## src/rtl/mem_definitions.sv

```systemverilog
// Shared memory-access types for the fetch/data memory port arbiter.
// Mask encodings, arbiter FSM states and transaction ownership.
package mem_definitions;

  typedef enum logic [2:0] {
    MEM_BYTE  = 3'd0,
    MEM_HALF  = 3'd1,
    MEM_WORD  = 3'd2,
    MEM_BYTEU = 3'd4,
    MEM_HALFU = 3'd5
  } mem_mask_t;

  typedef enum logic [1:0] {
    IDLE    = 2'd0,
    IF_BUSY = 2'd1,
    DM_BUSY = 2'd2,
    RESP    = 2'd3
  } arb_state_t;

  typedef enum logic {
    OWN_IF = 1'b0,
    OWN_DM = 1'b1
  } arb_owner_t;

  function automatic logic is_busy(arb_state_t s);
    return (s == IF_BUSY) || (s == DM_BUSY);
  endfunction

endpackage

```

## src/rtl/mem_port_arbiter_watchdog.sv

```systemverilog
// BUSY-cycle watchdog for the memory port arbiter.
// Built only when MEM_ARB_TIMEOUT_EN is defined.
module arb_watchdog #(
  parameter int TIMEOUT_CYCLES = 64
) (
  input  logic clk,
  input  logic rst,
  input  logic i_clr,
  input  logic i_busy,
  output logic o_expired
);

  localparam int W = $clog2(TIMEOUT_CYCLES + 1);

  logic [W-1:0] r_cnt;

  assign o_expired = i_busy &&
    (r_cnt == W'(TIMEOUT_CYCLES - 1));

  always_ff @(posedge clk or posedge rst) begin
    if (rst) begin
      r_cnt <= '0;
    end else if (i_clr) begin
      r_cnt <= '0;
    end else if (i_busy && !o_expired) begin
      r_cnt <= r_cnt + 1'b1;
    end
  end

endmodule

```

## src/rtl/mem_port_arbiter.sv

```systemverilog
// Fetch/data arbiter in front of one single-ported req/ack memory.
// Optional BUSY watchdog enabled by defining MEM_ARB_TIMEOUT_EN.
module mem_port_arbiter
  import mem_definitions::*;
#(
  parameter int DATA_STREAK    = 4,
  parameter int TIMEOUT_CYCLES = 64
) (
  input  logic        clk,
  input  logic        rst,
  input  logic        if_req,
  input  logic [31:0] if_addr,
  output logic [31:0] if_rdata,
  output logic        if_valid,
  output logic        if_stall,
  input  logic        dm_read,
  input  logic        dm_write,
  input  logic [31:0] dm_addr,
  input  logic [31:0] dm_wdata,
  input  mem_mask_t   dm_mask,
  output logic [31:0] dm_rdata,
  output logic        dm_done,
  output logic        dm_stall,
  output logic        mem_req,
  output logic        mem_we,
  output logic [31:0] mem_addr,
  output logic [31:0] mem_wdata,
  output mem_mask_t   mem_mask,
  input  logic [31:0] mem_rdata,
  input  logic        mem_ack,
  output logic        mem_err
);

  localparam int SW = $clog2(DATA_STREAK + 1);

  arb_state_t  r_state;
  arb_state_t  w_next;
  arb_owner_t  r_owner;
  logic [SW-1:0] r_streak;
  logic [31:0] r_addr;
  logic [31:0] r_wdata;
  logic [31:0] r_rdata;
  mem_mask_t   r_mask;
  logic        r_we;

  logic w_dm_req;
  logic w_dm_win;
  logic w_dm_grant;
  logic w_if_grant;
  logic w_grant;
  logic w_busy;
  logic w_expire;

  assign w_dm_req = dm_read | dm_write;
  // Streak only throttles data while fetch is actually waiting.
  assign w_dm_win = w_dm_req &&
    ((r_streak < SW'(DATA_STREAK)) || !if_req);
  assign w_dm_grant = (r_state == IDLE) && w_dm_win;
  assign w_if_grant = (r_state == IDLE) && !w_dm_win && if_req;
  assign w_grant    = w_dm_grant | w_if_grant;
  assign w_busy     = is_busy(r_state);

`ifdef MEM_ARB_TIMEOUT_EN
  logic r_err;

  arb_watchdog #(
    .TIMEOUT_CYCLES(TIMEOUT_CYCLES)
  ) u_wdog (
    .clk      (clk),
    .rst      (rst),
    .i_clr    (w_grant),
    .i_busy   (w_busy),
    .o_expired(w_expire)
  );

  always_ff @(posedge clk or posedge rst) begin
    if (rst) begin
      r_err <= 1'b0;
    end else if (w_grant) begin
      r_err <= 1'b0;
    end else if (w_busy && !mem_ack && w_expire) begin
      r_err <= 1'b1;
    end
  end

  assign mem_err = (r_state == RESP) && r_err;
`else
  logic w_unused_to;
  assign w_unused_to = (TIMEOUT_CYCLES != 0);
  assign w_expire    = 1'b0;
  assign mem_err     = 1'b0;
`endif

  always_ff @(posedge clk or posedge rst) begin
    if (rst) begin
      r_state <= IDLE;
    end else begin
      r_state <= w_next;
    end
  end

  always_comb begin
    w_next = r_state;
    unique case (r_state)
      IDLE: begin
        if (w_dm_grant) begin
          w_next = DM_BUSY;
        end else if (w_if_grant) begin
          w_next = IF_BUSY;
        end
      end
      IF_BUSY, DM_BUSY: begin
        if (mem_ack || w_expire) begin
          w_next = RESP;
        end
      end
      RESP: w_next = IDLE;
      default: w_next = IDLE;
    endcase
  end

  always_comb begin
    mem_req  = 1'b0;
    if_valid = 1'b0;
    dm_done  = 1'b0;
    unique case (r_state)
      IF_BUSY, DM_BUSY: mem_req = 1'b1;
      RESP: begin
        if_valid = (r_owner == OWN_IF);
        dm_done  = (r_owner == OWN_DM);
      end
      default: begin
        mem_req = 1'b0;
      end
    endcase
  end

  always_ff @(posedge clk or posedge rst) begin
    if (rst) begin
      r_streak <= '0;
    end else if (!if_req || w_if_grant) begin
      r_streak <= '0;
    end else if (w_dm_grant &&
                 (r_streak < SW'(DATA_STREAK))) begin
      r_streak <= r_streak + 1'b1;
    end
  end

  // A store wins over a load if both levels are up.
  always_ff @(posedge clk or posedge rst) begin
    if (rst) begin
      r_addr  <= '0;
      r_wdata <= '0;
      r_rdata <= '0;
      r_mask  <= MEM_WORD;
      r_we    <= 1'b0;
      r_owner <= OWN_IF;
    end else if (w_dm_grant) begin
      r_addr  <= dm_addr;
      r_wdata <= dm_wdata;
      r_mask  <= dm_mask;
      r_we    <= dm_write;
      r_owner <= OWN_DM;
    end else if (w_if_grant) begin
      r_addr  <= if_addr;
      r_wdata <= '0;
      r_mask  <= MEM_WORD;
      r_we    <= 1'b0;
      r_owner <= OWN_IF;
    end else if (w_busy && mem_ack) begin
      r_rdata <= mem_rdata;
    end else if (w_busy && w_expire) begin
      r_rdata <= '0;
    end
  end

  assign mem_we    = r_we;
  assign mem_addr  = r_addr;
  assign mem_wdata = r_wdata;
  assign mem_mask  = r_mask;
  assign if_rdata  = r_rdata;
  assign dm_rdata  = r_rdata;
  assign if_stall  = if_req & ~if_valid;
  assign dm_stall  = w_dm_req & ~dm_done;

  a_rw_both: assert property (
    @(posedge clk) disable iff (rst)
    !(dm_read && dm_write)
  ) else $error("dm_read and dm_write both high");

endmodule

```

## config.mk

```make
export PLATFORM = sky130hd
export DESIGN_NAME = mem_port_arbiter
export DESIGN_NICKNAME = d
export VERILOG_FILES = /design/src/rtl/mem_definitions.sv /design/src/rtl/mem_port_arbiter_watchdog.sv /design/src/rtl/mem_port_arbiter.sv
export SDC_FILE = /design/constraint.sdc
export NUM_CORES = 1
export LEC_CHECK = 0
export ABC_AREA = 1
export ABC_CLOCK_PERIOD_IN_PS = 9900
export CAP_MARGIN = 10
export CORE_MARGIN = 2
export CORE_UTILIZATION = 42
export DETAILED_ROUTE_END_ITERATION = 6
export PLACE_DENSITY = 0.86
export SLEW_MARGIN = 20
export SYNTH_ARGS = -nofsm -noshare
export SYNTH_HDL_FRONTEND = slang
export SYNTH_SLANG_ARGS = --single-unit
```

## constraint.sdc

```tcl
create_clock -name clk -period 9.9 [get_ports clk]
set_clock_uncertainty 0.15 [all_clocks]
set_input_delay 1.98 -clock clk [delete_from_list [all_inputs] [get_ports clk]]
set_output_delay 1.98 -clock clk [all_outputs]
set_load 0.02 [all_outputs]
```

==> Implementation_results.wiki <==
{| class="wikitable"
! Metric !! Value
|-
| Full die area || 12800 um2
|-
| Overall overflow remaining after global route || 0
|-
| IO Port Bufs || 273
|-
| Synth-to-layout area growth || 58.1%
|-
| PwrDens || 325 nW/um2
|-
| # Max-Cap Violations || 0
|-
| Vias || 4666
|-
| Final core utilization || 68.5%
|-
| Worst-case reg-to-reg path depth || 7
|-
| Number of register bits inferred by synthesis || 106
|-
| Data arrival time of the critical path || 3.43 ns
|-
| Synth Warn # || 0
|-
| Startpoint-to-endpoint class of the critical path || input port to primary output
|-
| Capture instance of the worst register-to-register path || dm_rdata[16]
|-
| Num CTS Buffers || 9
|-
| Die W || 113 um
|-
| Area of the mapped netlist || 4990 um2
|-
| Area contributors post-synth || sky130_fd_sc_hd__dfrtp_1, sky130_fd_sc_hd__nand2_1, sky130_fd_sc_hd__inv_1, sky130_fd_sc_hd__buf_4, sky130_fd_sc_hd__nand3_1
|-
| Number of nets at the end of the flow || 1023
|-
| Total routing resource utilization after global routing || 22.3%
|-
| Vias in the first global route || 4635
|-
| Cell Count Post-Placement || 1014
|-
| Antenna cells || 0
|-
| Max Fclk || 180 MHz
|-
| Leading area contributor after synthesis || sky130_fd_sc_hd__dfrtp_1
|-
| Via count normalized by instance count || 4.53
|-
| Maximum VDD drop || 0.165 mV
|-
| Initial cell density of the core || 43.3%
|-
| Wire length after detailed routing || 13900 um
|-
| Final critical-path required period || 5.56 ns
|-
| Number of gates given a new drive strength after cts || 0
|-
| Antenna Nets Post-Route || 0
|-
| CTS tree || done
|-
| Remaining design rule violation count || 19
|-
| Failing checks || DRC
|-
| Setup TNS || 0 ns
|-
| Total I/O pin count || 275
|-
| Static Leak || 4.13 nW
|-
| Buffers inserted by post-CTS timing repair || 0
|-
| Number of clock sinks || 106
|-
| Post-synthesis cell type count || 20
|-
| Data required time of the critical path || 7.77 ns
|-
| Worst-path maximum fanout || 6
|-
| Sequential-to-total area share from yosys stat || 53.2%
|-
| RR Startpoint || r_state[0]
|-
| Sort of element at the start of the critical path || input port
|-
| Buffer type at the clock tree root || sky130_fd_sc_hd__clkbuf_16
|-
| Standard-cell rows || 39
|-
| Weighted congestion at the end of routability-driven global placement || 0.802
|-
| Start point of the critical path || if_req
|-
| Result of the run || finished, violations left
|-
| Syn_nets || 794
|-
| Clock buffer depth || 2
|-
| Core Footprint || 11500 um2
|-
| CTS hold repair buffers || 0
|-
| Maximum number of pins on one net before global-route repair || 70
|-
| Iteration count of the initial detailed-routing pass || 7
|-
| Total setup violations reported at the end of the flow || 0
|-
| Share of the synthesized area in the top cell type || 52.6%
|-
| Path type of the worst min-delay path || flop to flop
|-
| Vertical extent of the die || 113 um
|-
| Worst R2R Setup Slack || 7.04 ns
|-
| Worst-skew pair later-pin latency || 0.34 ns
|-
| Share of post-route cells with drive strength above 1 || 3.49%
|-
| Antenna violations before repair || 0
|-
| First-pass GRT wire length || 22600 um
|-
| Endpoint kind of the worst setup timing path || primary output
|-
| Post-Synthesis Mean Instance Area || 7.64 um2
|-
| Headroom to the max-slew limit || 34.6%
|-
| Clock transition at path regs || 0.07 ns
|-
| Worst setup path endpoint || if_stall
|-
| Post-route fraction of the period consumed by the critical path || 56.2%
|-
| Hold Fails Final Rpt || 0
|-
| Setup repair after global routing missed its margin || false
|-
| Number of violations reported at the end of detailed-routing iteration 0 || 262
|-
| Final cell count without fillers || 1030
|-
| Leading cell type in the layout, fill and taps excluded || sky130_fd_sc_hd__nand2_1
|-
| Final HPWL DP || 10300 um
|-
| Power, Total || 0.00257 W
|-
| WL per Instance || 13.5 um
|-
| Transition at the pin with the smallest max-transition slack || 0.979 ns
|-
| Total count of max-transition violations in the final report || 0
|-
| Commonest non-fill, non-tap cells in the layout || sky130_fd_sc_hd__nand2_1, sky130_fd_sc_hd__clkdlybuf4s50_1, sky130_fd_sc_hd__dfrtp_1
|-
| Depth of the CTS H-tree || 3
|-
| Cell count after synthesis || 653
|}
metal layers:
layer	global-route usage [%]	wire length (um)	share of wire (%)
met1	25.0	5300	38
met2	40.2	7080	51
met3	5.78	1120	8.0
met4	9.27	435	3.1
met5	0	0	0
worst max-delay path, stage by stage:
cell and delay, ns:
sky130_fd_sc_hd__clkdlybuf4s50_1 0.63, sky130_fd_sc_hd__inv_2 0.11, sky130_fd_sc_hd__nor2_1 0.11, sky130_fd_sc_hd__clkdlybuf4s50_1 0.60
power by group:
group	leakage (nW)	internal, W	total, W	switching (W)
logic	2.65	0.000623	0.00142	0.000795
registers	1.33	0.000636	0.000762	0.000125
clock network	0.159	0.000229	0.000388	0.000159
flip-flops by register name, summed over array words and instances, names as in the netlist:
signal	flops
dm_rdata	32
mem_addr	32
mem_mask	3
mem_wdata	32
mem_we	1
r_owner	1
r_state	2
r_streak	3
layout make-up:
class / instances / area (um2)
fillers: 954 / 3630
repair buffers: 277 / 2760
flip-flops and latches: 106 / 2650
multi-input cells: 406 / 1660
inverters: 82 / 310
clock buffers: 10 / 239
well taps: 143 / 179
clock inverters: 6 / 90.1
synth_stat cells (all sizes together):
cell,count
a21oi,2
buf,56
clkbuf,3
conb,1
dfrtp,105
dfstp,1
ha,4
inv,82
nand2,349
nand3,36
nand4,1
nor2,7
o21ai,5
xnor2,1
worst min-delay path by stage:
stage,end,start,depth (start not counted)
2_1_floorplan,r_owner,r_owner,2
3_3_place_gp,mem_wdata[17],mem_wdata[17],2
3_5_place_dp,mem_wdata[7],mem_wdata[7],2
4_1_cts,mem_wdata[6],mem_wdata[6],2
5_1_grt,mem_addr[4],mem_addr[4],2
6_report,mem_wdata[7],mem_wdata[7],2
cells by family after synthesis:
family                   after synthesis  synth area share [%]
AND/OR/NAND/NOR                      393                  30.8
adder cells (fa/ha/maj)                4                  1.00
other                                  1                0.0751
AO/OA/AOI/OAI                          7                 0.852
flip-flops                           106                  53.2
XOR/XNOR                               1                 0.176
buffers and inverters                141                  14.0
metrics by stage:
step / setup WS [ns] / cell area (um2) / hold slack (ns)
2_1_floorplan: 4.98 / 4990 / 0.314
3_3_place_gp: 4.37 / 7560 / 0.303
3_5_place_dp: 4.35 / 7560 / 0.307
4_1_cts: 4.35 / 7890 / 0.326
5_1_grt: 4.28 / 7890 / 0.347
6_report: 4.34 / 7890 / 0.321
No activity file was read; power rests on OpenSTA's default activity.
